<file path="src/rtl/vga_pkg.sv">
// Shared 640x480@60 raster constants and pixel types, common to the timing
// generator and the GPU pixel-fetch stage.
package vga_pkg;

    localparam int unsigned H_ACTIVE = 640;
    localparam int unsigned H_FP     = 16;
    localparam int unsigned H_SYNC   = 96;
    localparam int unsigned H_BP     = 48;
    localparam int unsigned V_ACTIVE = 480;
    localparam int unsigned V_FP     = 10;
    localparam int unsigned V_SYNC   = 2;
    localparam int unsigned V_BP     = 33;

    localparam int unsigned H_TOTAL      = H_ACTIVE + H_FP + H_SYNC + H_BP;
    localparam int unsigned V_TOTAL      = V_ACTIVE + V_FP + V_SYNC + V_BP;
    localparam int unsigned H_SYNC_START = H_ACTIVE + H_FP;
    localparam int unsigned H_SYNC_END   = H_ACTIVE + H_FP + H_SYNC - 1;
    localparam int unsigned V_SYNC_START = V_ACTIVE + V_FP;
    localparam int unsigned V_SYNC_END   = V_ACTIVE + V_FP + V_SYNC - 1;

    localparam int unsigned CNT_W = 10;
    localparam int unsigned ROW_W = 9;
    localparam int unsigned COL_W = 10;
    localparam int unsigned R_W   = 4;
    localparam int unsigned G_W   = 4;
    localparam int unsigned B_W   = 4;
    localparam int unsigned RGB_W = R_W + G_W + B_W;

    // Out-of-range scan markers so the GPU bounds check fails during blank.
    localparam logic [ROW_W-1:0] ROW_BLANK = 9'd480;
    localparam logic [COL_W-1:0] COL_BLANK = 10'd640;

    typedef struct packed {
        logic [R_W-1:0] r;
        logic [G_W-1:0] g;
        logic [B_W-1:0] b;
    } rgb444_t;

    function automatic logic in_window(input logic [CNT_W-1:0] cnt,
                                       input logic [CNT_W-1:0] lo,
                                       input logic [CNT_W-1:0] hi);
        return (cnt >= lo) && (cnt <= hi);
    endfunction

endpackage

</file>
<file path="src/rtl/vga_timing_pix_tick_gen.sv">
// Pixel-rate clock enable: one-clk tick every CLK_DIV system clocks, on the
// last phase of each pixel.
module pix_tick_gen #(
    parameter int unsigned CLK_DIV = 4
) (
    input  logic clk,
    input  logic rst,
    output logic tick
);

    localparam int unsigned      DIV_W    = (CLK_DIV > 1) ? $clog2(CLK_DIV) : 1;
    localparam logic [DIV_W-1:0] DIV_LAST = DIV_W'(CLK_DIV - 1);

    logic [DIV_W-1:0] div_cnt_q;
    logic [DIV_W-1:0] div_cnt_d;

    always_comb begin
        div_cnt_d = div_cnt_q + DIV_W'(1);
        if (div_cnt_q == DIV_LAST) begin
            div_cnt_d = '0;
        end
    end

    always_ff @(posedge clk) begin
        if (rst) begin
            div_cnt_q <= '0;
        end else begin
            div_cnt_q <= div_cnt_d;
        end
    end

    assign tick = (div_cnt_q == DIV_LAST);

endmodule

</file>
<file path="src/rtl/vga_timing.sv">
// Raster timing generator and RGB444 output stage; scan position feeds the GPU
// fetch stage, whose pixel comes back at the last phase of the same pixel.
module vga_timing #(
    parameter int unsigned CLK_DIV  = 4,
    parameter int unsigned H_ACTIVE = vga_pkg::H_ACTIVE,
    parameter int unsigned H_FP     = vga_pkg::H_FP,
    parameter int unsigned H_SYNC   = vga_pkg::H_SYNC,
    parameter int unsigned H_BP     = vga_pkg::H_BP,
    parameter int unsigned V_ACTIVE = vga_pkg::V_ACTIVE,
    parameter int unsigned V_FP     = vga_pkg::V_FP,
    parameter int unsigned V_SYNC   = vga_pkg::V_SYNC,
    parameter int unsigned V_BP     = vga_pkg::V_BP
) (
    input  logic        clk,
    input  logic        rst,
    input  logic [11:0] vga_data,
    output logic [8:0]  row,
    output logic [9:0]  col,
    output logic [3:0]  r,
    output logic [3:0]  g,
    output logic [3:0]  b,
    output logic        hs,
    output logic        vs,
    output logic        video_on,
    output logic        frame_start
);

    import vga_pkg::*;

    localparam logic [CNT_W-1:0] HA      = CNT_W'(H_ACTIVE);
    localparam logic [CNT_W-1:0] HT_LAST = CNT_W'(H_ACTIVE + H_FP + H_SYNC + H_BP - 1);
    localparam logic [CNT_W-1:0] HS_LO   = CNT_W'(H_ACTIVE + H_FP);
    localparam logic [CNT_W-1:0] HS_HI   = CNT_W'(H_ACTIVE + H_FP + H_SYNC - 1);
    localparam logic [CNT_W-1:0] VA      = CNT_W'(V_ACTIVE);
    localparam logic [CNT_W-1:0] VT_LAST = CNT_W'(V_ACTIVE + V_FP + V_SYNC + V_BP - 1);
    localparam logic [CNT_W-1:0] VS_LO   = CNT_W'(V_ACTIVE + V_FP);
    localparam logic [CNT_W-1:0] VS_HI   = CNT_W'(V_ACTIVE + V_FP + V_SYNC - 1);

    logic tick;

    pix_tick_gen #(
        .CLK_DIV (CLK_DIV)
    ) u_pix_tick_gen (
        .clk  (clk),
        .rst  (rst),
        .tick (tick)
    );

    logic [CNT_W-1:0] h_cnt_q, h_cnt_d;
    logic [CNT_W-1:0] v_cnt_q, v_cnt_d;
    logic [COL_W-1:0] col_q, col_d;
    logic [ROW_W-1:0] row_q, row_d;
    rgb444_t          rgb_q, rgb_d;
    logic             hs_q, hs_d;
    logic             vs_q, vs_d;
    logic             video_on_q, video_on_d;
    logic             frame_start_q, frame_start_d;
    logic             first_q;
    logic             h_wrap;
    logic             v_wrap;

    always_comb begin
        h_wrap  = (h_cnt_q == HT_LAST);
        v_wrap  = (v_cnt_q == VT_LAST);
        h_cnt_d = h_cnt_q;
        v_cnt_d = v_cnt_q;
        if (tick) begin
            h_cnt_d = h_wrap ? '0 : h_cnt_q + CNT_W'(1);
            if (h_wrap) begin
                v_cnt_d = v_wrap ? '0 : v_cnt_q + CNT_W'(1);
            end
        end
    end

    // Scan position tracks the pixel about to start; outputs describe the one just ending.
    always_comb begin
        col_d = (h_cnt_d < HA) ? h_cnt_d : COL_BLANK;
        row_d = (v_cnt_d < VA) ? v_cnt_d[ROW_W-1:0] : ROW_BLANK;

        video_on_d = (h_cnt_q < HA) && (v_cnt_q < VA);
        rgb_d      = video_on_d ? rgb444_t'(vga_data) : '0;
        hs_d       = !in_window(h_cnt_q, HS_LO, HS_HI);
        vs_d       = !in_window(v_cnt_q, VS_LO, VS_HI);

        frame_start_d = tick && ((h_wrap && v_wrap) || first_q);
    end

    always_ff @(posedge clk) begin
        if (rst) begin
            h_cnt_q       <= '0;
            v_cnt_q       <= '0;
            col_q         <= '0;
            row_q         <= '0;
            rgb_q         <= '0;
            hs_q          <= 1'b1;
            vs_q          <= 1'b1;
            video_on_q    <= 1'b0;
            frame_start_q <= 1'b0;
            first_q       <= 1'b1;
        end else begin
            h_cnt_q       <= h_cnt_d;
            v_cnt_q       <= v_cnt_d;
            frame_start_q <= frame_start_d;
            if (tick) begin
                col_q      <= col_d;
                row_q      <= row_d;
                rgb_q      <= rgb_d;
                hs_q       <= hs_d;
                vs_q       <= vs_d;
                video_on_q <= video_on_d;
                first_q    <= 1'b0;
            end
        end
    end

    assign col         = col_q;
    assign row         = row_q;
    assign r           = rgb_q.r;
    assign g           = rgb_q.g;
    assign b           = rgb_q.b;
    assign hs          = hs_q;
    assign vs          = vs_q;
    assign video_on    = video_on_q;
    assign frame_start = frame_start_q;

endmodule

</file>
<file path="config.mk">
export PLATFORM = sky130hd
export DESIGN_NAME = vga_timing
export DESIGN_NICKNAME = d
export VERILOG_FILES = /design/src/rtl/vga_pkg.sv /design/src/rtl/vga_timing_pix_tick_gen.sv /design/src/rtl/vga_timing.sv
export SDC_FILE = /design/constraint.sdc
export NUM_CORES = 1
export LEC_CHECK = 0
export CORE_ASPECT_RATIO = 2
export CORE_MARGIN = 3
export CORE_UTILIZATION = 58
export CTS_BUF_LIST = sky130_fd_sc_hd__clkbuf_4 sky130_fd_sc_hd__clkbuf_8
export DETAILED_ROUTE_END_ITERATION = 12
export PLACE_DENSITY = 0.88
export SLEW_MARGIN = 0
export SYNTH_ARGS = -nofsm -noshare
export SYNTH_HDL_FRONTEND = slang
export SYNTH_HIERARCHICAL = 1
export SYNTH_SLANG_ARGS = --single-unit
</file>
<file path="constraint.sdc">
create_clock -name clk -period 6.5 [get_ports clk]
set_input_delay 0.65 -clock clk [delete_from_list [all_inputs] [get_ports clk]]
set_output_delay 0.65 -clock clk [all_outputs]
set_load 0.02 [all_outputs]
</file>
==> results of run 1 <==
==> area by class of cell <==
type,count,share of cell area
multi-input cells,204,0.394
clock inverters,6,0.0204
inverters,7,0.00809
repair buffers,52,0.157
flip-flops and latches,58,0.358
clock buffers,10,0.0424
well taps,52,0.0200
==> cells in the mapped netlist (all sizes together) (2+ instances only) <==
| library cell | count |
|---|---|
| a211oi | 4 |
| a21o | 2 |
| a21oi | 15 |
| a22o | 7 |
| a22oi | 13 |
| a311oi | 2 |
| and2 | 3 |
| and3 | 2 |
| buf | 4 |
| clkbuf | 15 |
| dfxtp | 58 |
| ha | 5 |
| inv | 6 |
| mux2i | 3 |
| nand2 | 21 |
| nand2b | 3 |
| nand3 | 10 |
| nand4 | 8 |
| nor2 | 43 |
| nor2b | 3 |
| nor3 | 11 |
| nor3b | 2 |
| nor4 | 2 |
| o211ai | 2 |
| o21a | 2 |
| o21ai | 6 |
| o31ai | 2 |
| or2 | 2 |
| or4 | 5 |
| xnor2 | 7 |
| xor2 | 5 |
==> metrics by stage <==
stage	cells	instance area [um^2]	util
6_report	389	3250	0.779
5_1_grt	389	3250	0.779
4_1_cts	389	3250	0.779
3_5_place_dp	373	3040	0.730
3_3_place_gp	373	3040	0.730
2_1_floorplan	288	2560	-
==> per-layer routing <==
metal	vias to the layer above	routed length [um]	track usage
li1	1119	-	-
met1	1079	2330	0.289
met2	80	3250	0.449
met3	28	328	0.0520
met4	0	311	0.201
met5	-	0	0
==> path summary, 6_finish.rpt <==
| path | from | end | slack, ns | depth (start not counted) |
|---|---|---|---|---|
| hold reg to reg | u_pix_tick_gen/div_cnt_q[0] | u_pix_tick_gen/div_cnt_q[0] | 0.44 | 1 |
| setup / recovery | u_pix_tick_gen/div_cnt_q[0] | col[3] | 3.78 | 8 |
| setup reg to reg | u_pix_tick_gen/div_cnt_q[0] | col[3] | 3.78 | 8 |
| hold / removal | u_pix_tick_gen/div_cnt_q[0] | u_pix_tick_gen/div_cnt_q[0] | 0.44 | 1 |
==> flip-flops by register name (all words and copies together), names as in the netlist <==
register,cells
vs,1
row,9
video_on,1
g,4
v_cnt_q,10
col,10
frame_start,1
first_q,1
b,4
hs,1
u_pix_tick_gen/div_cnt_q,2
h_cnt_q,10
r,4
==> critical path: stages (launching register included) <==
cell,delay [ns]
dfxtp_1,0.35
ha_1,0.21
buf_4,0.35
nand3_1,0.20
nor4_1,0.36
o21ai_0,0.23
a311o_1,0.42
and2_1,0.23
a32o_1,0.25
==> power groups by stage <==
stage          combinational, W  sequential, W  clock (W)
2_1_floorplan         0.0000306       0.000386          0
3_3_place_gp          0.0000641       0.000380          0
3_5_place_dp          0.0000658       0.000380          0
4_1_cts               0.0000667       0.000372   0.000341
5_1_grt               0.0000719       0.000374   0.000355
6_report              0.0000665       0.000373   0.000337
==> logic make-up (layout without fill, tap and decap cells) <==
kind of cell	after synthesis	in the layout
flops	58	58
simple gates	120	120
mux	3	3
xor+xnor	12	12
buf+inv	26	75
compound gates	64	64
fa+ha+maj	5	5
==> run summary, run 1 <==
Via density: 5.93
Tightest Pin Transition: 0.700 ns
Critical Path Source Type: register
Routability Congestion: 0.893
Clock Latency Late Sink: 0.34 ns
GRT overflow: 0
Clock share of power: 0.434
Switching power: 0.000194 W
Sequential fraction of the synthesis area: 0.454
Initial antenna violation count: 0
Syn Inst Count: 288
Most common cell after layout, fill and taps aside: dfxtp_1
Adder-cell share of the synthesized area: 0.0245
Reg clk slew, reported paths: 0.07 ns
HPWL after DPL: 4280 um
Htree depth: 3
Post-synth top area share: 0.454
Commonest non-fill, non-tap cells in the layout: dfxtp_1, clkdlybuf4s50_1, nor2_1
Die width: 52.9 um
Routed wire length: 6220 um
Vias in the first global route: 2,344
Number of synthesized flops with an enable pin: 0
Status: completed
Mux cell area share after synthesis: 0.0117
Max-cap violations: 0
Total Power: 0.000776 W
# clock sinks: 58
Min cycle time layout: 2.72 ns
Die height: 99.9 um
Async set-reset flop share out of synthesis: 0
All-Layer GR Usage: 0.270
Post-CTS Resized: 0
PwrDens: 239 mW/mm^2
Post-CTS setup buffers: 0
Area Growth Syn to Fin: 27.0%
Yosys warns: 6
Initial DRC count: 46
Sw frac: 0.249
Largest net degree at the start of global routing: 52
Setup tns final: 0 ns
Main combinational cell family by area after synthesis: simple AND/OR/NAND/NOR gates
Compound-cell area share of the yosys netlist: 0.178
Sequential cell area: 0.00116 mm^2
Int Pwr: 0.000582 W
Crit-path max FO: 32
Share of cells above drive strength 1: 0.0861
Min-delay worst type: reg -> reg
Highest Clock Rate: 368 MHz
Syn Area/Cell: 8.88 um^2
Setup Slack @ Placement: 3.84 ns
Crit. End Element: register
Final Max Slew Viols: 0
Mapped cell area: 0.00256 mm^2
Clock Path Buffers: 2
Starting Density: 0.613
Yosys reg bits: 58
Skew final: 0.00793 ns
CTS Hold Buffers Added: 0
Largest area contributor in the netlist: dfxtp_1
Root Driver: clkbuf_8
DR WL/cell: 16.0 um
Worst setup path category: reg -> reg
Final Hold Fails: 0
Xor/xnor share of the synthesized area: 0.0441
Leak Pwr: 1.11 nW
Final setup fails: 0
IO Count: 49
RSZ-0062 raised after global routing: no
# fillers: 286
CTS tree: yes
Die area: 0.00529 mm^2
Antenna diodes: 0
DRT antenna net count: 0
Crit share post-route: 0.418
# rows: 33
Ys flop type: dfxtp_1
Slew margin rel.: 0.521
DRT Pass-1 Iters: 4
Nets: 351
Multi-input gate area: 0.00128 mm^2
DR vias: 2,306
Worst Path Arrival: 2.95 ns
Input/output buffers: 48
Cell variety after synth: 54
Synth Area in Simple Gates: 0.243
Comb power frac: 0.086
Num CTS Buffers: 9
Worst vdd ir: 225 uV
First-pass GRT wire length: 10,600 um
Largest cells by area after synthesis: dfxtp_1, nor2_1, a22oi_1, nand2_1, a21oi_1
Reg power frac: 0.480
Core Region: 0.00417 mm^2
Worst EP required: 6.73 ns
Syn nets: 307
Final setup margin: 3.78 ns
Min Hold Slack: 0.442 ns
DRC: 0
No activity file was read; power rests on OpenSTA's default activity.
==> run 2: changes to the inputs <==
CORE_UTILIZATION = 53   (was 58)
PLACE_DENSITY = 0.81   (was 0.88)
clock period = 2.8 ns   (was 6.5 ns; I/O delays follow)
==> run 2 against run 1 <==
Against the previous run:
- worst setup slack got worse by 3.6 ns
- maximum frequency grew 4.4%
- global-route usage fell by 3.2 points
- sequential cell count is the same
- sequential power rose by 130%
- largest cell class unchanged
==> run summary, run 2 (synthesis gave the netlist of run 1 again) <==
Status: completed
Routed wire length: 6210 um (-0.11%)
Post-CTS Resized: 0 (unchanged)
Tightest Pin Transition: 0.731 ns (+0.0310 ns)
GRT overflow: 0 (unchanged)
Crit. End Element: register
PwrDens: 528 mW/mm^2 (+120%)
Initial DRC count: 84 (+83%)
Worst setup path category: reg -> reg
# clock sinks: 58 (unchanged)
# rows: 35 (+6.1%)
CTS tree: yes
Die width: 55.1 um (+4.1%)
Die area: 0.00574 mm^2 (+8.6%)
Reg clk slew, reported paths: 0.07 ns (about the same)
Highest Clock Rate: 384 MHz (+4.4%)
Skew final: 0.00670 ns (-0.00123 ns)
Most common cell after layout, fill and taps aside: dfxtp_1
Clock Path Buffers: 2 (unchanged)
Die height: 104 um (+4.3%)
Worst Path Arrival: 2.88 ns (-0.07 ns)
Metal2 WL: 3290 um (+1.4%)
Antenna diodes: 0 (unchanged)
Hold depth: 1 (unchanged)
Starting Density: 0.551 (-0.0623)
Final core occ: 0.702 (-0.0762)
Buf/Inv on CP: 0 (-1)
Setup Slack @ Placement: 0.213 ns (-3.62 ns)
Share of cells above drive strength 1: 0.0968 (+0.0107)
Crit-path cells: nand4bb_4, or4b_4, or4_4, xnor2_2, a311oi_2, a22o_1
DR vias: 2,299 (-0.30%)
DR top layer: met4
Num CTS Buffers: 9 (unchanged)
HPWL after DPL: 4450 um (+4.0%)
Setup tns final: 0 ns (unchanged)
Met3 wire length: 322 um (-1.8%)
Min cycle time layout: 2.60 ns (-0.114 ns)
Area Growth Syn to Fin: 27.6%
Critical Path Source Type: register
Root Driver: clkbuf_8
Worst reg-to-reg setup slack: 0.20 ns (-3.59 ns)
Crit-path max FO: 8 (-75%)
RSZ-0062 raised after global routing: no
Max-cap violations: 0 (unchanged)
Input/output buffers: 48 (unchanged)
Final Hold Fails: 0 (unchanged)
Clock Latency Late Sink: 0.34 ns (about the same)
DRT met1 WL: 2420 um (+3.9%)
Worst vdd ir: 461 uV (+110%)
DRT antenna net count: 0 (unchanged)
Nets: 355 (+1.1%)
First-pass GRT wire length: 10,100 um (-4.6%)
CP max-delay cell: or4b_4
Crit path max-delay family: simple AND/OR/NAND/NOR gates
Final setup margin: 0.199 ns (-3.59 ns)
Worst r2r path cells: 6 (-2)
Routability Congestion: 0.931 (+4.2%)
Vias in the first global route: 2,188 (-6.7%)
Final Max Slew Viols: 0 (unchanged)
Core Region: 0.00464 mm^2 (+11%)
Final setup fails: 0 (unchanged)
Leak Pwr: 1.12 nW (+0.45%)
Post-CTS setup buffers: 0 (unchanged)
CTS Hold Buffers Added: 0 (unchanged)
Commonest non-fill, non-tap cells in the layout: dfxtp_1, clkdlybuf4s50_1, nor2_1
Min-delay worst type: reg -> reg
Slew margin rel.: 0.508 (-0.0131)
Worst EP required: 3.08 ns (-3.65 ns)
Via density: 5.81 (-2.1%)
DRC: 0 (unchanged)
Largest net degree at the start of global routing: 40 (-23%)
Htree depth: 3 (unchanged)
Initial antenna violation count: 0 (unchanged)
DR WL/cell: 15.7 um (-1.9%)
Critical path depth: 6 (-2)
Worst stage delay on the critical path: 0.55 ns (+0.13 ns)
Crit share post-route: 0.929 (+0.511)
IO Count: 49 (unchanged)
DRT Pass-1 Iters: 6 (+2)
All-Layer GR Usage: 0.239 (-0.0316)
[run 2: through the flow]
| step | cell area [um^2] | power, W | hold WS (ns) | cells |
|---|---|---|---|---|
| 6_report | 3260 | 0.00172 | 0.434 | 396 |
| 5_1_grt | 3260 | 0.00178 | 0.446 | 396 |
| 4_1_cts | 3260 | 0.00173 | 0.434 | 396 |
| 3_5_place_dp | 3080 | 0.00104 | 0.424 | 380 |
| 3_3_place_gp | 3080 | 0.00103 | 0.418 | 380 |
| 2_1_floorplan | 2560 | 0.000967 | 0.351 | 288 |
[run 2: final timing paths]
check	startpoint	endpoint
worst max-delay path	h_cnt_q[5]	row[1]
worst min-delay path	u_pix_tick_gen/div_cnt_q[0]	u_pix_tick_gen/div_cnt_q[0]
worst max register to register	h_cnt_q[5]	row[1]
worst min register to register	u_pix_tick_gen/div_cnt_q[0]	u_pix_tick_gen/div_cnt_q[0]
[run 2: layer usage]
| metal | up-vias | track usage |
|---|---|---|
| met5 | - | 0 |
| met2 | 73 | 0.403 |
| met3 | 16 | 0.0689 |
| met1 | 1084 | 0.264 |
| met4 | 0 | 0.0974 |
| li1 | 1126 | - |
[run 2: cell type report]
class / instances / area [um^2]
multi-input cells: 204 / 1280
repair buffers: 56 / 541
clock buffers: 11 / 145
fillers: 382 / 1380
inverters: 7 / 26.3
flip-flops and latches: 58 / 1160
clock inverters: 5 / 38.8
well taps: 55 / 68.8
[run 2: power breakdown]
group | leakage (nW) | switching, W | internal [W] | total, W
Clock | 0.0816 | 0.000344 | 0.000357 | 0.000702
Sequential | 0.469 | 0.0000167 | 0.000848 | 0.000865
Combinational | 0.569 | 0.0000830 | 0.0000719 | 0.000155
==> run 3: changes to the inputs <==
clock period = 2.47 ns   (was 2.8 ns; I/O delays follow)
==> run 3 against run 2 <==
Against the previous run:
- sequential cell count unchanged
- power increased by 15%
- non-clock buffer count increased by 8
- cell count increased by 1.5%
- largest cell class unchanged
- critical endpoint is now row[0]
- wire length increased by 0.31%
- register-to-register slack got worse by 0.09 ns
==> run summary, run 3 (synthesis gave the netlist of run 1 again) <==
Post-CTS setup buffers: 0 (unchanged)
Min-delay worst type: reg -> reg
Leak Pwr: 1.18 nW (+5.4%)
Die height: 104 um (unchanged)
Worst setup path category: reg -> reg
Area Growth Syn to Fin: 30.5%
Worst Path Arrival: 2.63 ns (-0.25 ns)
CTS tree: yes
Placed Instance Area: 0.00314 mm^2 (+2.0%)
Max-cap violations: 0 (unchanged)
Reg clk slew, reported paths: 0.06 ns (about the same)
Status: completed
RSZ-0062 raised after global routing: no
Share of cells above drive strength 1: 0.127 (+0.0300)
Largest net degree at the start of global routing: 33 (-18%)
GRT overflow: 0 (unchanged)
Input/output buffers: 48 (unchanged)
DR WL/cell: 15.5 um (-1.2%)
# fillers: 366 (-4.2%)
Crit share post-route: 0.956 (+0.0272)
Worst vdd ir: 460 uV (-0.17%)
DR vias: 2,311 (+0.52%)
DRT Pass-1 Iters: 4 (-2)
Num CTS Buffers: 9 (unchanged)
IO Count: 49 (unchanged)
Nets: 363 (+2.3%)
Root Driver: clkbuf_8
Tightest Pin Transition: 0.645 ns (-0.0867 ns)
Critical Path Source Type: register
Skew final: 0.00721 ns (+0.000512 ns)
Initial antenna violation count: 0 (unchanged)
Die area: 0.00574 mm^2 (unchanged)
Via density: 5.75 (-0.98%)
Antenna diodes: 0 (unchanged)
Slew margin rel.: 0.559 (+0.0512)
Initial DRC count: 46 (-45%)
Final Max Slew Viols: 0 (unchanged)
Clock Path Buffers: 2 (unchanged)
Clock Latency Late Sink: 0.34 ns (about the same)
# clock sinks: 58 (unchanged)
Sequential cell area: 0.00116 mm^2 (+0.32%)
Worst EP required: 2.74 ns (-0.34 ns)
Core Region: 0.00464 mm^2 (unchanged)
DRT antenna net count: 0 (unchanged)
Starting Density: 0.551 (unchanged)
Die width: 55.1 um (unchanged)
All-Layer GR Usage: 0.244 (+0.00545)
Min cycle time layout: 2.36 ns (-0.239 ns)
Commonest non-fill, non-tap cells in the layout: dfxtp_1, clkdlybuf4s50_1, nor2_1
DRC: 0 (unchanged)
Setup tns final: 0 ns (unchanged)
Most common cell after layout, fill and taps aside: dfxtp_1
Routed wire length: 6230 um (+0.31%)
PwrDens: 591 mW/mm^2 (+12%)
# rows: 35 (unchanged)
Crit-path max FO: 5 (-3)
Highest Clock Rate: 423 MHz (+10%)
Final setup fails: 0 (unchanged)
Crit. End Element: register
Htree depth: 3 (unchanged)
Vias in the first global route: 2,452 (+12%)
Final Hold Fails: 0 (unchanged)
Routability Congestion: 0.870 (-6.6%)
First-pass GRT wire length: 10,500 um (+3.1%)
Multi-input gate area: 0.00130 mm^2 (+1.5%)
Final Cell Area: 0.00334 mm^2 (+2.3%)
HPWL after DPL: 4440 um (-0.20%)
[run 3: changes by cell type in the layout (fill, tap and decap cells not counted), sizes merged]
cell / change
buf: +8
clkinvlp: -4
clkinv: +3
bufinv: +1
clkbuf: -1
inv: -1
[run 3: timing repair]
item | 4_1_cts | 5_1_grt
endpoints found under the hold margin | 0 | 0
hold buffers | 0 | 0
endpoints found under the setup margin | 0 | 10
resized for setup | 0 | 6
[run 3: metal layers]
layer  share of wire  GRT usage
met3           0.049     0.0703
met1            0.38      0.244
met2            0.55      0.416
met4           0.025      0.141
met5               0          0
[run 3: stage by stage]
| stage | setup slack, ns | cells | hold slack, ns | utilization | power, W |
|---|---|---|---|---|---|
| detailed placement | 0.00654 | 388 | 0.433 | 0.676 | 0.00118 |
| finish | 0.108 | 402 | 0.439 | 0.719 | 0.00197 |
| CTS | 0.0000733 | 402 | 0.441 | 0.714 | 0.00199 |
| floorplan | 0.0587 | 288 | 0.318 | - | 0.00110 |
| global route | 0.00864 | 402 | 0.449 | 0.719 | 0.00205 |
| global placement | 0.129 | 388 | 0.415 | 0.676 | 0.00117 |
[run 3: layout make-up]
cell class                      instances  share of cell area
Sequential cell                        58               0.349
Tap cell                               55              0.0206
Multi-Input combinational cell        204               0.389
Clock inverter                          4              0.0135
Inverter                                7             0.00788
Timing Repair Buffer                   64               0.180
Clock buffer                           10              0.0394
[run 3: final timing paths]
kind | end | slack (ns) | cells past startpoint | start
setup reg to reg | row[0] | 0.11 | 6 | h_cnt_q[5]
hold reg to reg | u_pix_tick_gen/div_cnt_q[0] | 0.44 | 1 | u_pix_tick_gen/div_cnt_q[0]
setup / recovery | row[0] | 0.11 | 6 | h_cnt_q[5]
hold / removal | u_pix_tick_gen/div_cnt_q[0] | 0.44 | 1 | u_pix_tick_gen/div_cnt_q[0]
[run 3: worst max-delay path, cell delays in order, from the launching register on]
cell and delay, ns:
dfxtp_1 0.31, nand4bb_4 0.25, or4b_4 0.54, or4_4 0.46
xnor2_2 0.17, a311oi_4 0.35, a22o_1 0.22
[run 3: power by group]
group,leakage (nW),switching (W),internal [W]
clock network,0.0952,0.000353,0.000460
registers,0.470,0.0000189,0.000962
logic,0.614,0.0000952,0.0000837
total,1.18,0.000467,0.00151
